**src/rtl/mem_arb_pkg.sv**
```systemverilog
// Shared types and constants for the byte-serial memory arbiter.
// A word is moved one byte per cycle, most significant byte first.
package mem_arb_pkg;

  localparam int BYTES_PER_WORD = 4;
  localparam int WORD_W         = 8 * BYTES_PER_WORD;
  localparam int ADDR_W_DEFAULT = 5;

  typedef enum logic [1:0] {
    IDLE = 2'd0,
    XFER = 2'd1,
    DONE = 2'd2
  } state_e;

  // Requester identity; also the encoding of last_grant.
  localparam logic PORT_IF = 1'b0;
  localparam logic PORT_D  = 1'b1;

  function automatic logic [7:0] get_byte(input logic [WORD_W-1:0] w,
                                          input logic [1:0]        idx);
    case (idx)
      2'd0:    get_byte = w[31:24];
      2'd1:    get_byte = w[23:16];
      2'd2:    get_byte = w[15:8];
      default: get_byte = w[7:0];
    endcase
  endfunction

  function automatic logic [WORD_W-1:0] put_byte(input logic [WORD_W-1:0] w,
                                                 input logic [1:0]        idx,
                                                 input logic [7:0]        b);
    put_byte = w;
    case (idx)
      2'd0:    put_byte[31:24] = b;
      2'd1:    put_byte[23:16] = b;
      2'd2:    put_byte[15:8]  = b;
      default: put_byte[7:0]   = b;
    endcase
  endfunction

endpackage

```
**src/rtl/rr_arb2.sv**
```systemverilog
// Two-requester round-robin choice: a lone request wins outright,
// a tie goes to the port that was not granted last.
module rr_arb2 import mem_arb_pkg::*; (
  input  logic [1:0] req,
  input  logic       last_grant,
  output logic       grant
);

  always_comb begin
    grant = last_grant;
    case (req)
      2'b01:   grant = PORT_IF;
      2'b10:   grant = PORT_D;
      2'b11:   grant = ~last_grant;
      default: grant = last_grant;
    endcase
  end

endmodule

```
**src/rtl/byte_mem_arbiter.sv**
```systemverilog
// Shares one byte-wide memory between a fetch port and a data port,
// serialising each 32-bit word access into four big-endian byte cycles.
module byte_mem_arbiter import mem_arb_pkg::*; #(
  parameter int ADDR_W = ADDR_W_DEFAULT,
  parameter int DATA_W = WORD_W
) (
  input  logic              clk,
  input  logic              rst_n,
  input  logic              if_req,
  input  logic [ADDR_W-1:0] if_addr,
  output logic              if_ack,
  output logic [DATA_W-1:0] if_rdata,
  input  logic              d_req,
  input  logic              d_we,
  input  logic [ADDR_W-1:0] d_addr,
  input  logic [DATA_W-1:0] d_wdata,
  output logic              d_ack,
  output logic [DATA_W-1:0] d_rdata,
  output logic [ADDR_W-1:0] mem_addr,
  output logic              mem_we,
  output logic [7:0]        mem_wdata,
  input  logic [7:0]        mem_rdata,
  output logic              busy
);

  state_e            state_q, state_d;
  logic [1:0]        cnt_q, cnt_d;
  logic              last_grant_q, last_grant_d;
  logic [ADDR_W-1:0] base_q, base_d;
  logic              we_q, we_d;
  logic [DATA_W-1:0] wdata_q, wdata_d;
  logic [DATA_W-1:0] if_rdata_q, if_rdata_d;
  logic [DATA_W-1:0] d_rdata_q, d_rdata_d;
  logic              arb_grant;

  rr_arb2 u_rr_arb2 (
    .req        ({d_req, if_req}),
    .last_grant (last_grant_q),
    .grant      (arb_grant)
  );

  always_comb begin
    // NOTE: every _d and every output is defaulted first so no path leaves one unassigned (no latch).
    state_d      = state_q;
    cnt_d        = cnt_q;
    last_grant_d = last_grant_q;
    base_d       = base_q;
    we_d         = we_q;
    wdata_d      = wdata_q;
    if_rdata_d   = if_rdata_q;
    d_rdata_d    = d_rdata_q;
    mem_addr     = '0;
    mem_we       = 1'b0;
    mem_wdata    = '0;
    if_ack       = 1'b0;
    d_ack        = 1'b0;

    case (state_q)
      IDLE: begin
        if (if_req || d_req) begin
          state_d      = XFER;
          cnt_d        = 2'd0;
          last_grant_d = arb_grant;
          if (arb_grant == PORT_D) begin
            base_d  = d_addr;
            we_d    = d_we;
            wdata_d = d_wdata;
          end else begin
            base_d  = if_addr;
            we_d    = 1'b0;
            wdata_d = '0;
          end
        end
      end

      XFER: begin
        // Address wraps naturally at the memory size.
        mem_addr  = base_q + ADDR_W'(cnt_q);
        mem_we    = we_q;
        mem_wdata = get_byte(wdata_q, cnt_q);
        if (!we_q) begin
          if (last_grant_q == PORT_D) d_rdata_d  = put_byte(d_rdata_q, cnt_q, mem_rdata);
          else                        if_rdata_d = put_byte(if_rdata_q, cnt_q, mem_rdata);
        end
        cnt_d = cnt_q + 2'd1;
        if (cnt_q == 2'd3) state_d = DONE;
      end

      DONE: begin
        if_ack  = (last_grant_q == PORT_IF);
        d_ack   = (last_grant_q == PORT_D);
        state_d = IDLE;
      end

      default: state_d = IDLE;
    endcase
  end

  // NOTE: sequential state uses non-blocking assignments so every flop samples pre-edge values.
  always_ff @(posedge clk or negedge rst_n) begin
    if (!rst_n) begin
      state_q      <= IDLE;
      cnt_q        <= 2'd0;
      last_grant_q <= PORT_IF;
      base_q       <= '0;
      we_q         <= 1'b0;
      wdata_q      <= '0;
      if_rdata_q   <= '0;
      d_rdata_q    <= '0;
    end else begin
      state_q      <= state_d;
      cnt_q        <= cnt_d;
      last_grant_q <= last_grant_d;
      base_q       <= base_d;
      we_q         <= we_d;
      wdata_q      <= wdata_d;
      if_rdata_q   <= if_rdata_d;
      d_rdata_q    <= d_rdata_d;
    end
  end

  assign if_rdata = if_rdata_q;
  assign d_rdata  = d_rdata_q;
  assign busy     = (state_q != IDLE);

endmodule

```
**config.mk**
```make
export PLATFORM = sky130hd
export DESIGN_NAME = byte_mem_arbiter
export DESIGN_NICKNAME = d
export VERILOG_FILES = /design/src/rtl/mem_arb_pkg.sv /design/src/rtl/rr_arb2.sv /design/src/rtl/byte_mem_arbiter.sv
export SDC_FILE = /design/constraint.sdc
export NUM_CORES = 1
export LEC_CHECK = 0
export ABC_AREA = 1
export CAP_MARGIN = 20
export CORE_MARGIN = 4
export CORE_UTILIZATION = 26
export CTS_BUF_LIST = sky130_fd_sc_hd__clkbuf_16
export DETAILED_ROUTE_END_ITERATION = 7
export PLACE_DENSITY = 0.54
export RECOVER_POWER = 50
export SYNTH_ARGS = -nofsm -noshare
export SYNTH_HDL_FRONTEND = slang
export SYNTH_SLANG_ARGS = --single-unit
```
**constraint.sdc**
```tcl
create_clock -name clk -period 2.15 [get_ports clk]
set_input_delay 0.43 -clock clk [delete_from_list [all_inputs] [get_ports clk]]
set_output_delay 0.43 -clock clk [all_outputs]
set_load 0.01 [all_outputs]
```
==> reports/qor.csv <==
stage;metric;value;unit
grt;antenna_found_initial;0;
clocking;cts_tree;built;
grt;grt_pass1_vias;4297;
grt;grt_max_degree;64;
synthesis;ys_ff_latch;107;
detailed_routing;route.detailed.drc;0;
final_layout;n_antenna_cell;0;
detailed_routing;vias;4130;
clocking;cts.sinks;107;
synthesis;ys_seq_area_frac;0.558;
detailed_routing;wire_per_inst;15.0;um
setup_path;slowest_stage;dfrtp_1;
synthesis;synth_nets;625;
power_and_ir_drop;p_leak;3.30;nW
detailed_routing;drtIter0Drc;256;
final_layout;final_util;0.376;
grt;grt_util_all_layers;0.140;
synthesis;yosysTopAreaCellShare;0.558;
clocking;clock_tree.buffer_depth;2;
setup_path;max_stage_delay;0.39;ns
placed_design;place_area;6500;sq um
final_layout;final_cell_area;6790;sq um
setup_path;crit_arrival;1.72;ns
synthesis;synth_cell_types;24;
grt;grt_overflow;0;
floorplanning;die_x;144;um
grt;grt_pass1_wl;22.7;mm
timing;fin_worst_skew;0.00630;ns
clocking;cts-root-buf;clkbuf_16;
synthesis;synthTopCellsByArea;dfrtp_1 (56%), nand2_1 (19%), nand3_1 (4.7%);
status;status;finished clean;
setup_path;end_kind;primary output;
detailed_routing;antenna_left;0;
setup_path;cp_cell_sequence;inv_2 -> buf_6 -> fa_2 -> xor2_1 -> nor2_1 -> buf_2;
clocking;clock_latency;0.35;ns
detailed_routing;viasPerCell;4.39;
timing;finalWorstPathRequiredPeriod;2.15;ns
floorplanning;row_count;49;
timing;drv_slew;0;
setup_path;path_class;flip-flop to primary output;
setup_path;crit_fanout;3;
synthesis;synth.largest_area_cell;dfrtp_1;
placed_design;dp_cells;921;
synthesis;syn-cell-area;4800;sq um
synthesis;yosys_warnings;0;
timing;setup_viol;0;
placed_design;hpwlAfterDp;10.4;mm
setup_path;crit_family;flip-flops;
timing;rsz0062_at_grt;true;
timing;fin_crit_sh;0.999;
floorplanning;initial_core_util;0.266;
floorplanning;core;18100;sq um
floorplanning;die_area;20700;sq um
detailed_routing;drtPass1Iterations;6;
clocking;clk_pin_slew_worst_paths;0.07;ns
power_and_ir_drop;power.density;1540;nW/um^2
floorplanning;io_pins;136;
synthesis;synth_cells;561;
setup_path;critPathRequiredTime;1.72;ns
synthesis;syn_avg_cell_area;8.56;sq um
power_and_ir_drop;peakVddDrop;0.428;mV
placed_design;gp_congestion;0.800;
clocking;cts_max_level;3;
setup_path;crit_buf_inv;3;
timing;hold_viol;0;
final_layout;drive_gt1_frac;0.128;
final_layout;nNetsFinal;772;
timing;worstMarginPinSlew;0.820;ns
floorplanning;die_h;144;um
final_layout;syn2layout_area_growth;41.5;%
timing;max_slew_margin;0.453;
final_layout;final_cells;940;
run;maxCapViolCount;0;
setup_path;startpoint_type;flip-flop;
placed_design;portBuffers;135;
timing;timing.fmax;465;MHz
detailed_routing;wirelength;14.1;mm
clocking;numCtsBuffers;9;
hold_path;hold_path_class;flip-flop to flip-flop;
power breakdown:
| part | internal [W] | switching [W] | total, W | leakage [nW] |
|---|---|---|---|---|
| Combinational | 0.00241 | 0.00279 | 0.00520 | 1.83 |
| Clock | 0.000889 | 0.000737 | 0.00163 | 0.137 |
| Sequential | 0.00300 | 0.000640 | 0.00364 | 1.33 |
layout by cell type, fill, tap and decap left out, types with 13 or more instances in the layout:
master and count:
nand2_1 243, clkdlybuf4s50_1 119, dfrtp_1 104, nand3_1 45
inv_1 29, o21ai_1 29, o21ai_0 14, buf_2 13
buf_4 13
cell usage after synthesis:
cell and number:
nand2_1 243, dfrtp_1 107, nand3_1 45, inv_1 34, o21ai_1 29, a21oi_1 17
o21ai_0 14, buf_2 11, nor2_1 9, ha_1 8, nand3_2 8, buf_4 6
nor2_4 6, inv_2 5, nand3b_1 5, nand2_2 3, clkbuf_1 2, nor2_8 2
nor3_1 2, a31oi_1 1, buf_1 1, fa_1 1, nand4_1 1, xor2_1 1
stage by stage:
stage	power, W	setup WS [ns]	TNS (ns)	hold slack, ns
2_1_floorplan	0.00624	0.322	0	0.134
3_3_place_gp	0.00887	-0.160	-0.985	0.274
3_5_place_dp	0.00895	-0.192	-1.33	0.273
4_1_cts	0.0106	-0.0293	-0.0364	0.442
5_1_grt	0.0113	-0.0957	-1.41	0.501
6_report	0.0105	0.00120	0	0.480
state kept, by name, summed over array words and instances (netlist names):
| register | cells |
|---|---|
| d_rdata | 32 |
| if_rdata | 32 |
| wdata_q | 32 |
| base_q | 5 |
| cnt_q | 2 |
| state_q | 2 |
| last_grant_q | 1 |
| we_q | 1 |
worst paths after layout:
| kind | from | end | slack, ns | cells past startpoint |
|---|---|---|---|---|
| min | wdata_q[6]$_DFFE_PN0P_ | wdata_q[6]$_DFFE_PN0P_ | 0.48 | 2 |
| max reg2reg | state_q[0]$_DFFE_PN0P_ | wdata_q[19]$_DFFE_PN0P_ | 0.22 | 7 |
| max | cnt_q[1]$_DFFE_PN0P_ | mem_addr[2] | 0.001 | 6 |
| min in group asynchronous | rst_n | if_rdata[23]$_DFFE_PN0P_ | 0.57 | 2 |
| min reg2reg | wdata_q[6]$_DFFE_PN0P_ | wdata_q[6]$_DFFE_PN0P_ | 0.48 | 2 |
| max in group asynchronous | rst_n | cnt_q[0]$_DFFE_PN0P_ | 0.34 | 3 |
tightest hold or removal path, stage by stage, from the launching register on:
cell	delay, ns
dfrtp_1	0.34
nand2_1	0.05
nand2_1	0.05
per-layer routing:
metal  share of wire  up-vias  track usage
met4           0.015        0       0.0416
met3           0.045       14       0.0280
met2            0.47       97        0.225
met5               0        -            0
met1            0.47     1954        0.191
li1                -     2065            -
logic make-up after synthesis:
kind of cell	share of synthesized area
flip-flops	0.558
buffers and inverters	0.0537
XOR/XNOR	0.00182
AO/OA/AOI/OAI	0.0638
AND/OR/NAND/NOR	0.298
adder cells (fa/ha/maj)	0.0250
final cells by class:
cell class,instances,area (sq um)
clock buffers,9,225
clock inverters,5,56.3
fillers,1830,11300
inverters,39,146
multi-input cells,395,1930
flip-flops and latches,107,2680
well taps,229,287
repair buffers,156,1470
repair_timing:
action                                 in CTS  in global routing
endpoints found under the hold margin       9                  0
resized for setup                          69                  8
buffers inserted                            4                  0
setup endpoints to repair                  15                 14
pin swaps                                   3                  5
hold buffers                                1                  0
(Power assumes the default switching activity.)
